**config.mk**
```make
export PLATFORM = sky130hd
export DESIGN_NAME = uart_boot_loader_flat
export DESIGN_NICKNAME = d
export VERILOG_FILES = /design/src/rtl/uart_boot_loader_if.sv /design/src/rtl/uart_boot_loader.sv /design/src/flat_wrapper.sv
export SDC_FILE = /design/constraint.sdc
export NUM_CORES = 1
export LEC_CHECK = 0
export ABC_AREA = 1
export CORE_MARGIN = 2
export CORE_UTILIZATION = 40
export CTS_CLUSTER_DIAMETER = 200
export DETAILED_ROUTE_END_ITERATION = 8
export SKIP_CTS_REPAIR_TIMING = 1
export SKIP_LAST_GASP = 1
export SLEW_MARGIN = 20
export SYNTH_ARGS = -nofsm -noshare
export SYNTH_HDL_FRONTEND = slang
export SYNTH_SLANG_ARGS = --single-unit
```
**constraint.sdc**
```tcl
create_clock -name clk -period 2 [get_ports clk]
set_input_delay 0.2 -clock clk [delete_from_list [all_inputs] [get_ports clk]]
set_output_delay 0.2 -clock clk [all_outputs]
set_load 0.02 [all_outputs]
```
**src/rtl/uart_boot_loader_if.sv**
```systemverilog
// Boot-loader bus: UART RX FIFO head/pop, RAM write port and CPU control.
// The loader drives the master side; the FIFO/RAM/CPU environment is the slave.
interface uart_boot_loader_if #(
    parameter int ADDR_W = 11
);
    logic              rx_empty;
    logic [7:0]        r_data;
    logic              rd_uart;
    logic [ADDR_W-1:0] ram_addr;
    logic [31:0]       ram_wdata;
    logic [3:0]        ram_we;
    logic              cpu_hold;
    logic              done;

    modport master (
        input  rx_empty, r_data,
        output rd_uart, ram_addr, ram_wdata, ram_we, cpu_hold, done
    );

    modport slave (
        output rx_empty, r_data,
        input  rd_uart, ram_addr, ram_wdata, ram_we, cpu_hold, done
    );
endinterface

```
**src/rtl/uart_boot_loader.sv**
```systemverilog
// Copies a length-prefixed byte stream from the UART RX FIFO into RAM while
// holding the CPU in reset, then releases the CPU and leaves the UART alone.
module uart_boot_loader #(
    parameter int         ADDR_W    = 11,
    parameter logic [7:0] SYNC_BYTE = 8'hA5
) (
    input  logic               clk,
    input  logic               reset,
    uart_boot_loader_if.master bus
);
    typedef enum logic [2:0] {
        S_SYNC,
        S_LEN_LO,
        S_LEN_HI,
        S_DATA,
        S_WRITE,
        S_DONE
    } state_t;

    localparam logic [16:0] DEPTH = 17'(1) << ADDR_W;

    state_t            state_q, state_d;
    logic [15:0]       len_q, len_d;
    logic [15:0]       idx_q, idx_d;
    logic [1:0]        lane_q, lane_d;
    logic [ADDR_W-1:0] addr_q, addr_d;
    logic [31:0]       wdata_q, wdata_d;
    logic [7:0]        word_q [4];
    logic [3:0]        lane_we;
    logic              pop_prev_q;
    logic              pop;
    logic              can_pop;

    always_ff @(posedge clk) begin
        if (!reset) begin
            state_q    <= S_SYNC;
            len_q      <= '0;
            idx_q      <= '0;
            lane_q     <= '0;
            addr_q     <= '0;
            wdata_q    <= '0;
            pop_prev_q <= 1'b0;
        end else begin
            state_q    <= state_d;
            len_q      <= len_d;
            idx_q      <= idx_d;
            lane_q     <= lane_d;
            addr_q     <= addr_d;
            wdata_q    <= wdata_d;
            pop_prev_q <= pop;
        end
    end

    // One byte register per lane so a stale partial word never survives a reset.
    for (genvar gi = 0; gi < 4; gi++) begin : g_lane
        always_ff @(posedge clk) begin
            if (!reset) begin
                word_q[gi] <= '0;
            end else if (lane_we[gi]) begin
                word_q[gi] <= bus.r_data;
            end
        end
    end

    // Pops are gated by reset so the FIFO never loses a byte while held.
    assign can_pop = !bus.rx_empty && !pop_prev_q && reset;

    always_comb begin
        state_d = state_q;
        len_d   = len_q;
        idx_d   = idx_q;
        lane_d  = lane_q;
        addr_d  = addr_q;
        wdata_d = wdata_q;
        lane_we = 4'b0000;
        pop     = 1'b0;
        case (state_q)
            S_SYNC: begin
                if (can_pop) begin
                    pop = 1'b1;
                    if (bus.r_data == SYNC_BYTE) begin
                        state_d = S_LEN_LO;
                    end
                end
            end
            S_LEN_LO: begin
                if (can_pop) begin
                    pop        = 1'b1;
                    len_d[7:0] = bus.r_data;
                    state_d    = S_LEN_HI;
                end
            end
            S_LEN_HI: begin
                if (can_pop) begin
                    pop         = 1'b1;
                    len_d[15:8] = bus.r_data;
                    state_d     = ({bus.r_data, len_q[7:0]} == 16'd0) ? S_DONE : S_DATA;
                end
            end
            S_DATA: begin
                if (can_pop) begin
                    pop             = 1'b1;
                    lane_we[lane_q] = 1'b1;
                    lane_d          = lane_q + 2'd1;
                    if (lane_q == 2'd3) begin
                        state_d = S_WRITE;
                        addr_d  = idx_q[ADDR_W-1:0];
                        wdata_d = {bus.r_data, word_q[2], word_q[1], word_q[0]};
                    end
                end
            end
            S_WRITE: begin
                idx_d   = idx_q + 16'd1;
                state_d = (idx_q + 16'd1 == len_q) ? S_DONE : S_DATA;
            end
            S_DONE: begin
                state_d = S_DONE;
            end
            default: begin
                state_d = S_SYNC;
            end
        endcase
    end

    // Words past the end of RAM are still consumed and counted, just not written.
    assign bus.ram_we    = (state_q == S_WRITE && {1'b0, idx_q} < DEPTH) ? 4'hF : 4'h0;
    assign bus.rd_uart   = pop;
    assign bus.ram_addr  = addr_q;
    assign bus.ram_wdata = wdata_q;
    assign bus.done      = (state_q == S_DONE);
    assign bus.cpu_hold  = (state_q != S_DONE);
endmodule

```
**src/flat_wrapper.sv**
```systemverilog
// flat-port wrapper written by rule: the top's interface ports become plain ports
module uart_boot_loader_flat 
#(
    parameter int         ADDR_W    = 11,
    parameter logic [7:0] SYNC_BYTE = 8'hA5
)
  (clk, reset, bus_rx_empty, bus_r_data, bus_rd_uart, bus_ram_addr, bus_ram_wdata, bus_ram_we, bus_cpu_hold, bus_done);
  uart_boot_loader_if #(.ADDR_W(ADDR_W)) bus_i ();
  input  logic clk;
  input  logic reset;
  input wire logic [$bits(bus_i.rx_empty)-1:0] bus_rx_empty;
  input wire logic [$bits(bus_i.r_data)-1:0] bus_r_data;
  output wire logic [$bits(bus_i.rd_uart)-1:0] bus_rd_uart;
  output wire logic [$bits(bus_i.ram_addr)-1:0] bus_ram_addr;
  output wire logic [$bits(bus_i.ram_wdata)-1:0] bus_ram_wdata;
  output wire logic [$bits(bus_i.ram_we)-1:0] bus_ram_we;
  output wire logic [$bits(bus_i.cpu_hold)-1:0] bus_cpu_hold;
  output wire logic [$bits(bus_i.done)-1:0] bus_done;
  assign bus_i.rx_empty = bus_rx_empty;
  assign bus_i.r_data = bus_r_data;
  assign bus_rd_uart = bus_i.rd_uart;
  assign bus_ram_addr = bus_i.ram_addr;
  assign bus_ram_wdata = bus_i.ram_wdata;
  assign bus_ram_we = bus_i.ram_we;
  assign bus_cpu_hold = bus_i.cpu_hold;
  assign bus_done = bus_i.done;
  uart_boot_loader #(.ADDR_W(ADDR_W), .SYNC_BYTE(SYNC_BYTE)) u_core (.clk(clk), .reset(reset), .bus(bus_i));
endmodule
```
==> key figures <==
Critical path
  • Register-to-register setup slack: 0.13 ns
  • CP endpoint kind: output pin
  • Critical Path Source: u_core.pop_prev_q$_SDFF_PN0_
  • Setup crit start kind: register
  • Kind of critical path: reg -> out
  • Worst R2R Path Depth: 13
  • Critical path peak fanout: 5
  • RR Endpoint: u_core.state_q[1]$_SDFFE_PN0P_
  • Worst EP required: around 1.8 ns
  • R2r startpoint: u_core.idx_q[0]$_SDFFE_PN0N_
  • Crit path arrival time: approximately 1.7 ns

Die
  • Die Ht: about 110 µm
  • IO Pins: ~60
  • Starting Density: around 41%
  • Die W: 111 µm
  • Core Footprint: approximately 11000 µm²
  • Row cnt: 39
  • Full die area: ~12000 µm²

Timing
  • Sum Neg Setup Slack: 0 ns
  • Final Hold Viols: 0
  • Fin crit share: approximately 94%
  • Final worst slack: roughly 0.12 ns
  • Slew Limit Headroom: 57.4%
  • RSZ-0062 raised after global routing: no
  • Final slew viol count: 0
  • Max frequency: about 0.53 GHz
  • WHS: 0.224 ns
  • Setup Skew: approximately 0.0068 ns
  • Final setup fails: 0
  • Min Tclk post-route: approximately 1.9 ns
  • Worst-Margin Slew: 0.639 ns

Detailed routing
  • Wire per inst: 14.2 µm
  • Final wirelength: between 10000 and 15000 µm
  • DRT Pass-1 Iters: 5
  • Via Count: around 4000
  • Final ANT Viol Nets: 0
  • Vias per inst: around 5.0
  • 1st-iter DRT viols: 251
  • # DRC: 0

Clock network
  • H-tree levels: 3
  • Clk buf depth: 2
  • Clk Tree Root Cell: clkbuf_16
  • CTS tree: yes
  • CTS Buf Count: 9
  • Clk sinks: between 100 and 150
  • Clock latency on the worst-skew pair: roughly 0.35 ns
  • Clk slew on worst S/H paths: around 0.07 ns

Synthesis
  • Post-synth ARST share: 0%
  • Number of synthesized flops with an enable pin: 24
  • Post-synthesis average cell area: 7.88 µm²
  • Post-Syn Nets: approximately 600
  • Yosys reg bits: 105
  • Top post-synthesis cells by area: dfxtp_1 (35%), edfxtp_1 (16%), o21ai_0 (8.5%), nor2_1 (8.3%), nand2_1 (6.5%)
  • Post-synth top area cell: dfxtp_1
  • Synthesized area: 4590 µm²
  • Ys flop type: dfxtp_1
  • Syn Inst Count: just under 600
  • Synth top area share: roughly a third
  • Most common cell in the netlist: nor2_1
  • Most frequent cells after synthesis: nor2_1 (101), dfxtp_1 (81), nand2_1 (79), o21ai_0 (78), inv_1 (60)
  • Sequential cell area fraction in the yosys report: 51.0%
  • Post-synthesis cell type count: 30
  • Syn. warnings: 0

Cells and area
  • Final core utilization: 51.1%
  • ANT cells: 0
  • Area growth syn-to-layout: 26.1%
  • Layout cells sized above 1: approximately 12%
  • Fin cells: 803
  • Post-route cell area: around 5800 µm²
  • Final nets: approximately 670

GRT
  • Initial antenna violation count: 0
  • First-pass GRT wire length: 18300 µm
  • Largest net degree at the start of global routing: between 70 and 80
  • Vias in the first global route: 3696
  • Gr usage total: roughly 19%
  • Total grt overflow: 0

Placement
  • Total placed cells including tap cells: ~780
  • Post-DP HPWL: a little over 8000 µm
  • Setup Slack @ Placement: ~0.14 ns
  • Port Buf Inserts: 60
  • Post-DP Area: about 5400 µm²
  • RD Place Congestion: 0.871

Pwr
  • Final Power: ~4 mW
  • Pleak: 2.34 nW
  • Max VDD drop: approximately 380 µV
  • PwrDens: 701 nW/µm²

Flow run
  • Max-Cap Viols: 0

Hold path
  • Min-delay src: reset
  • Hold WC Path Type: in -> reg
  • Hold path depth: 3
  • Worst Hold End: u_core.state_q[2]$_SDFFE_PN0P_

Outcome
  • Outcome: finished, final reports clean
flip-flops by register name, indices dropped and copies added (netlist names):
register,cells
u_core.bus.ram_wdata,32
u_core.lane_q,2
u_core.bus.ram_addr,11
u_core.word_q,24
u_core.state_q,3
u_core.idx_q,16
u_core.pop_prev_q,1
u_core.len_q,16
worst max-delay path by stage:
stage                                             end  slack [ns]  depth (start not counted)
global route           u_core.state_q[1]$_SDFFE_PN0P_       0.004                         13
detailed placement  u_core.word_q[1][4]$_SDFFCE_PN0P_        0.14                          6
global placement       u_core.state_q[1]$_SDFFE_PN0P_        0.15                         13
floorplan                               bus_ram_we[1]       0.003                          7
CTS                                     bus_ram_we[2]       -0.24                          6
finish                                    bus_rd_uart        0.12                          4
layout by cell type, fill, tap and decap left out, types with 2 or more instances in the layout:
cell | netlist | layout
nor2_1 | 101 | 97
o21ai_0 | 78 | 78
nand2_1 | 79 | 77
dfxtp_1 | 81 | 76
inv_1 | 60 | 60
clkdlybuf4s50_1 | 0 | 55
a21oi_1 | 49 | 49
nand3_1 | 28 | 27
edfxtp_1 | 24 | 24
buf_4 | 4 | 23
nor2_2 | 8 | 11
nand4_1 | 11 | 11
clkbuf_16 | 0 | 9
nand3_2 | 4 | 5
o211ai_1 | 5 | 5
dfxtp_2 | 0 | 5
inv_2 | 4 | 4
nor2_4 | 3 | 4
nand2_2 | 2 | 4
nor4_1 | 4 | 4
ha_1 | 5 | 4
dlymetal6s2s_1 | 0 | 4
xor2_1 | 3 | 3
a31oi_1 | 2 | 2
inv_6 | 0 | 2
area by class of cell:
| class | count | area [µm²] |
|---|---|---|
| multi-input combinational | 390 | 1930 |
| clock buffer | 10 | 229 |
| sequential | 105 | 2350 |
| clock inverter | 6 | 61.3 |
| timing repair buffer | 84 | 798 |
| tap | 143 | 179 |
| inverter | 65 | 244 |
| fill | 1120 | 5530 |
routing by layer:
metal,GRT usage (%),up-vias,share of wire (%)
met3,2.62,16,3.9
li1,-,2065,-
met1,23.5,1843,46
met5,0,-,0
met4,6.67,0,1.7
met2,32.2,78,48
cell families (layout without fill, tap and decap cells):
logic type                 Yosys count  after routing  synth area share (%)
AOI/OAI and AO/OA                  136            136                  15.2
xor gates and xnor gates             5              5                  1.25
adders and majority gates            5              5                  1.36
buffers and inverters               88            165                  7.68
DFF                                105            105                  51.0
and+or+nand+nor                    244            244                  23.5
worst max-delay path, cell delays in order (launching register included):
cell and delay [ns]:
dfxtp_1 0.33, nor3_4 0.20, inv_2 0.09, nor2_1 0.10
clkdlybuf4s50_1 0.61
where the power goes:
group	leakage, nW	internal, mW	total (mW)	switching [mW]
combinational	1.30	0.0483	0.150	0.101
clock	0.138	0.876	1.72	0.843
sequential	0.903	2.18	2.19	0.00828
total	2.34	3.11	4.06	0.952
Power figures use the tool's default switching activity.
==> variant 1, RTL diff (config.mk and constraints unchanged) <==
`ADDR_W` is set to 11 in 3 places; all go to 12.
--- a/src/rtl/uart_boot_loader_if.sv
+++ b/src/rtl/uart_boot_loader_if.sv
@@ -1,7 +1,7 @@
 // Boot-loader bus: UART RX FIFO head/pop, RAM write port and CPU control.
 // The loader drives the master side; the FIFO/RAM/CPU environment is the slave.
 interface uart_boot_loader_if #(
-    parameter int ADDR_W = 11
+    parameter int ADDR_W = 12
 );
     logic              rx_empty;
     logic [7:0]        r_data;
--- a/src/rtl/uart_boot_loader.sv
+++ b/src/rtl/uart_boot_loader.sv
@@ -1,7 +1,7 @@
 // Copies a length-prefixed byte stream from the UART RX FIFO into RAM while
 // holding the CPU in reset, then releases the CPU and leaves the UART alone.
 module uart_boot_loader #(
-    parameter int         ADDR_W    = 11,
+    parameter int         ADDR_W    = 12,
     parameter logic [7:0] SYNC_BYTE = 8'hA5
 ) (
     input  logic               clk,
--- a/src/flat_wrapper.sv
+++ b/src/flat_wrapper.sv
@@ -1,7 +1,7 @@
 // flat-port wrapper written by rule: the top's interface ports become plain ports
 module uart_boot_loader_flat 
 #(
-    parameter int         ADDR_W    = 11,
+    parameter int         ADDR_W    = 12,
     parameter logic [7:0] SYNC_BYTE = 8'hA5
 )
   (clk, reset, bus_rx_empty, bus_r_data, bus_rd_uart, bus_ram_addr, bus_ram_wdata, bus_ram_we, bus_cpu_hold, bus_done);
Interface: changed (resized bus_ram_addr); port bits go from 61 to 62. The function was not compared with the original's and may differ.
==> variant 1 against the unedited design <==
Cell area up 5.0%; synthesized cell count rose by 1.7%; core utilization increased by 2.3 points; synthesized area increased by 1.1%; worst setup slack improved by 0.0090 ns; sequential cell count is 1 higher; critical path type is now flop to flop; wire length grew 11%; power increased by 1.5%; critical path depth up 10; largest cell class unchanged.
==> variant 1: results (changes against the unedited design) <==
metric;value;unit;change
wl_met1;5.84;mm;+12%
status;finished, final reports clean;;
worst_r2r_path_depth;14;;+1
viasPerCell;5.19;;+4.0%
grt_max_degree;63;;-16%
synthTopCellsByCount;nor2_1 (103), nand2_1 (87), dfxtp_1 (82);;
synth_xor_area_share;0.377;%;-0.88 points
use_met2;31.4;%;-0.76 points
synth_nets;609;;+1.7%
port_buffers;61;;+1.7%
drive_above_1_share;12.6;%;+1.1 points
grtUsageMet1;27.3;%;+3.8 points
synthTopCellsByArea;dfxtp_1 (35%), edfxtp_1 (16%), nor2_1 (8.3%);;
holdPathStages;2;;-1
drt_iter0_drc;306;;+22%
leakagePower;2.41;nW;+2.9%
crit_path_top_delay_cell;dfxtp_4;;
worstHoldPathType;flop to flop;;
slowest_delay;0.37;ns;-0.24 ns
wl_per_cell;15.3;um;+8.2%
met3_length;631;um;+43%
cp-startpoint;u_core.idx_q[1]$_SDFFE_PN0P_;;
place.gp.congestion;0.941;;+8.1%
yosysSeqAreaShare;50.9;%;-0.13 points
nets;693;;+3.3%
crit_family;simple AND/OR/NAND/NOR gates;;
finClkSkew;0.00654;ns;-0.000303 ns
grt_pass1_wl;19.9;mm;+8.7%
worstSetupPathType;flop to flop;;
crit_arrival;2.07;ns;+0.39 ns
nFillCells;1100;;-1.8%
gr-usage-met3;3.05;%;+0.42 points
met2WireLength;5.82;mm;+5.5%
grt_pass1_vias;4002;;+8.3%
grt_util_all_layers;20.0;%;+1.4 points
synth_compound_area_share;11.3;%;-3.9 points
ir_drop;0.000461;V;+21%
place_hpwl;8.65;mm;+5.5%
-- variant 1: cell count changes after synthesis, moves of 3 or more --
cell      before  now
nor3_1         2   54
buf_1          0    3
nand3_2        4    0
o21ai_0       78   31
inv_1         60   56
nand2_1       79   87
a21oi_1       49   31
nor2_2         8    5
a211oi_1       0   18
nand3b_1       1    4
-- variant 1: area by class of cell --
type | instances | area share (%)
Sequential cell | 106 | 39.1
Inverter | 60 | 3.70
Timing Repair Buffer | 100 | 16.1
Multi-Input combinational cell | 400 | 33.3
Clock buffer | 11 | 4.18
Clock inverter | 5 | 0.720
Tap cell | 143 | 2.94
-- variant 1: kinds of logic (layout without fill, tap and decap cells) --
| group | after synthesis | count (layout) |
|---|---|---|
| AND/OR/NAND/NOR | 301 | 301 |
| flip-flops | 106 | 106 |
| AO/OA/AOI/OAI | 92 | 92 |
| buffers and inverters | 87 | 176 |
| adder cells (fa/ha/maj) | 5 | 5 |
| XOR/XNOR | 2 | 2 |
-- variant 1: power by group through the flow --
stage          Combinational [mW]  Sequential, mW  Clock [mW]
2_1_floorplan              0.0693            2.26           0
3_3_place_gp                0.146            2.26           0
3_5_place_dp                0.148            2.26           0
4_1_cts                     0.148            2.21        1.80
5_1_grt                     0.161            2.21        1.90
6_report                    0.148            2.21        1.76
-- variant 1: stage by stage --
step / area [um2] / std cells / worst slack (ns) / TNS [ns]
floorplan: 4650 / 593 / 0.120 / 0
global placement: 5600 / 804 / 0.0238 / 0
detailed placement: 5600 / 804 / -0.0766 / -0.444
CTS: 5890 / 820 / -0.221 / -0.866
global route: 6080 / 825 / -0.00229 / -0.00368
finish: 6080 / 825 / 0.133 / 0
-- variant 1: worst min path at each step --
stage | slack (ns) | endpoint | start
floorplan | 0.34 | u_core.idx_q[3]$_SDFFE_PN0P_ | reset
detailed placement | 0.48 | u_core.bus.ram_wdata[11]$_SDFFE_PN0P_ | u_core.bus.ram_wdata[11]$_SDFFE_PN0P_
finish | 0.49 | u_core.len_q[2]$_SDFFE_PN0P_ | u_core.len_q[2]$_SDFFE_PN0P_
CTS | 0.49 | u_core.len_q[2]$_SDFFE_PN0P_ | u_core.len_q[2]$_SDFFE_PN0P_
global route | 0.52 | u_core.bus.ram_wdata[28]$_SDFFE_PN0P_ | u_core.bus.ram_wdata[28]$_SDFFE_PN0P_
global placement | 0.48 | u_core.lane_q[0]$_SDFFE_PN0P_ | u_core.lane_q[0]$_SDFFE_PN0P_
-- variant 1: worst register-to-register path: cells and delay by family (launching register included) --
family                 cells  cell delay (ns)
flip-flops                 1             0.37
buffers and inverters      1             0.12
AO/OA/AOI/OAI              1             0.06
AND/OR/NAND/NOR           12             1.19
==> variant 2, RTL diff (config.mk and constraints unchanged) <==
Made on the original files. Encoding of `state_t`: now one-hot (6 bits for 6 states).
--- a/src/rtl/uart_boot_loader.sv
+++ b/src/rtl/uart_boot_loader.sv
@@ -8,13 +8,13 @@
     input  logic               reset,
     uart_boot_loader_if.master bus
 );
-    typedef enum logic [2:0] {
-        S_SYNC,
-        S_LEN_LO,
-        S_LEN_HI,
-        S_DATA,
-        S_WRITE,
-        S_DONE
+    typedef enum logic [5:0] {
+        S_SYNC   = 6'b000001,
+        S_LEN_LO = 6'b000010,
+        S_LEN_HI = 6'b000100,
+        S_DATA   = 6'b001000,
+        S_WRITE  = 6'b010000,
+        S_DONE   = 6'b100000
     } state_t;
 
     localparam logic [16:0] DEPTH = 17'(1) << ADDR_W;
Check against the original RTL: no difference found for any inputs over 10 cycles, from zero or initial values and one cycle with reset low; not proved beyond that.
==> variant 2 against the unedited design <==
Wire length is 2.4% higher; the run now ends with DRC left; largest cell class unchanged; worst hold slack improved by 0.10 ns; synthesized area grew 3.9%; die area rose by 3.8%; cell area grew 4.0%; worst setup slack worse by 0.0080 ns; sequential cell count grew 3.
Power is not compared: it rests on default switching activity, and its combinational part moved more than twofold at a synthesized area within 25%.
==> variant 2: results (changes against the unedited design) <==
metric;value;unit;change
status;finished, violations left;;
violations;DRC;;
nets;673;;+0.30%
synthTopCellsByArea;dfxtp_1 (35%), edfxtp_1 (15%), o21ai_0 (7.1%);;
ys_types;35;;+17%
synthAdderAreaFrac;1.31;%;-0.052 points
routed_wl;11.7;mm;+2.4%
drt_iter0_drc;346;;+38%
crit_arrival;2.11;ns;+0.43 ns
place.gp.congestion;0.846;;-2.8%
synth_nets;606;;+1.2%
power;4.65;mW;
dpl_worst_slack;0.0228;ns;-0.113 ns
crit_family;simple AND/OR/NAND/NOR gates;;
grt_util_all_layers;18.7;%;+0.14 points
finClkSkew;0.00688;ns;+0.0000402 ns
synthTopCellsByCount;dfxtp_1 (84), nand2_1 (74), nor2_1 (72);;
vias;4198;;+4.9%
drc;3;;+3
slowest_delay;0.37;ns;-0.24 ns
synth_xor_area_share;1.21;%;-0.048 points
grt_pass1_wl;19.1;mm;+4.4%
drive_above_1_share;13.4;%;+1.9 points
grt_max_degree;62;;-17%
crit_path_top_delay_cell;dfxtp_4;;
yosysSeqAreaShare;50.3;%;-0.68 points
place_hpwl;8.17;mm;-0.29%
grt_pass1_vias;3900;;+5.5%
worst_pin_slew;0.519;ns;-0.120 ns
[variant 2: cell count changes after synthesis, moves of 3 or more]
cell      before  now
nor2_4         3    6
nor3_1         2   30
nand3b_1       1    8
inv_1         60   51
o21ai_0       78   68
inv_2          4    7
nand2_2        2    5
nand2_1       79   74
nand3_2        4    1
nor2_1       101   72
dfxtp_1       81   84
o21ai_1        1   11
[variant 2: path summary, 6_finish.rpt]
check	to	depth (start not counted)	slack (ns)	from
max	u_core.state_q[3]$_SDFFE_PN0P_	16	0.12	u_core.idx_q[1]$_SDFFE_PN0P_
max reg2reg	u_core.state_q[3]$_SDFFE_PN0P_	16	0.12	u_core.idx_q[1]$_SDFFE_PN0P_
min	u_core.state_q[3]$_SDFFE_PN0P_	4	0.32	reset
min reg2reg	u_core.bus.ram_wdata[12]$_SDFFE_PN0P_	2	0.48	u_core.word_q[1][4]$_SDFFCE_PN0P_
[variant 2: cell type report]
| type | instances | area [um2] |
|---|---|---|
| fill | 1119 | 5490 |
| sequential | 108 | 2410 |
| multi-input combinational | 396 | 2080 |
| timing repair buffer | 83 | 776 |
| clock buffer | 10 | 229 |
| inverter | 59 | 225 |
| tap | 143 | 179 |
| clock inverter | 6 | 119 |
[variant 2: metal layers]
layer,share of wire (%),routed length (um),global-route usage [%],up-vias
met5,0,0,0,-
met1,46,5370,24.5,1946
li1,-,-,-,2116
met4,2.0,228,5.77,0
met3,4.8,557,3.59,18
met2,47,5500,31.3,118
[variant 2: through the flow]
step	utilization (%)	cell area [um2]	std cells
after floorplan	-	4780	590
after global placement	48.5	5580	785
after detailed placement	48.5	5580	785
after CTS	51.5	5930	801
after global routing	52.3	6020	805
final	52.3	6020	805
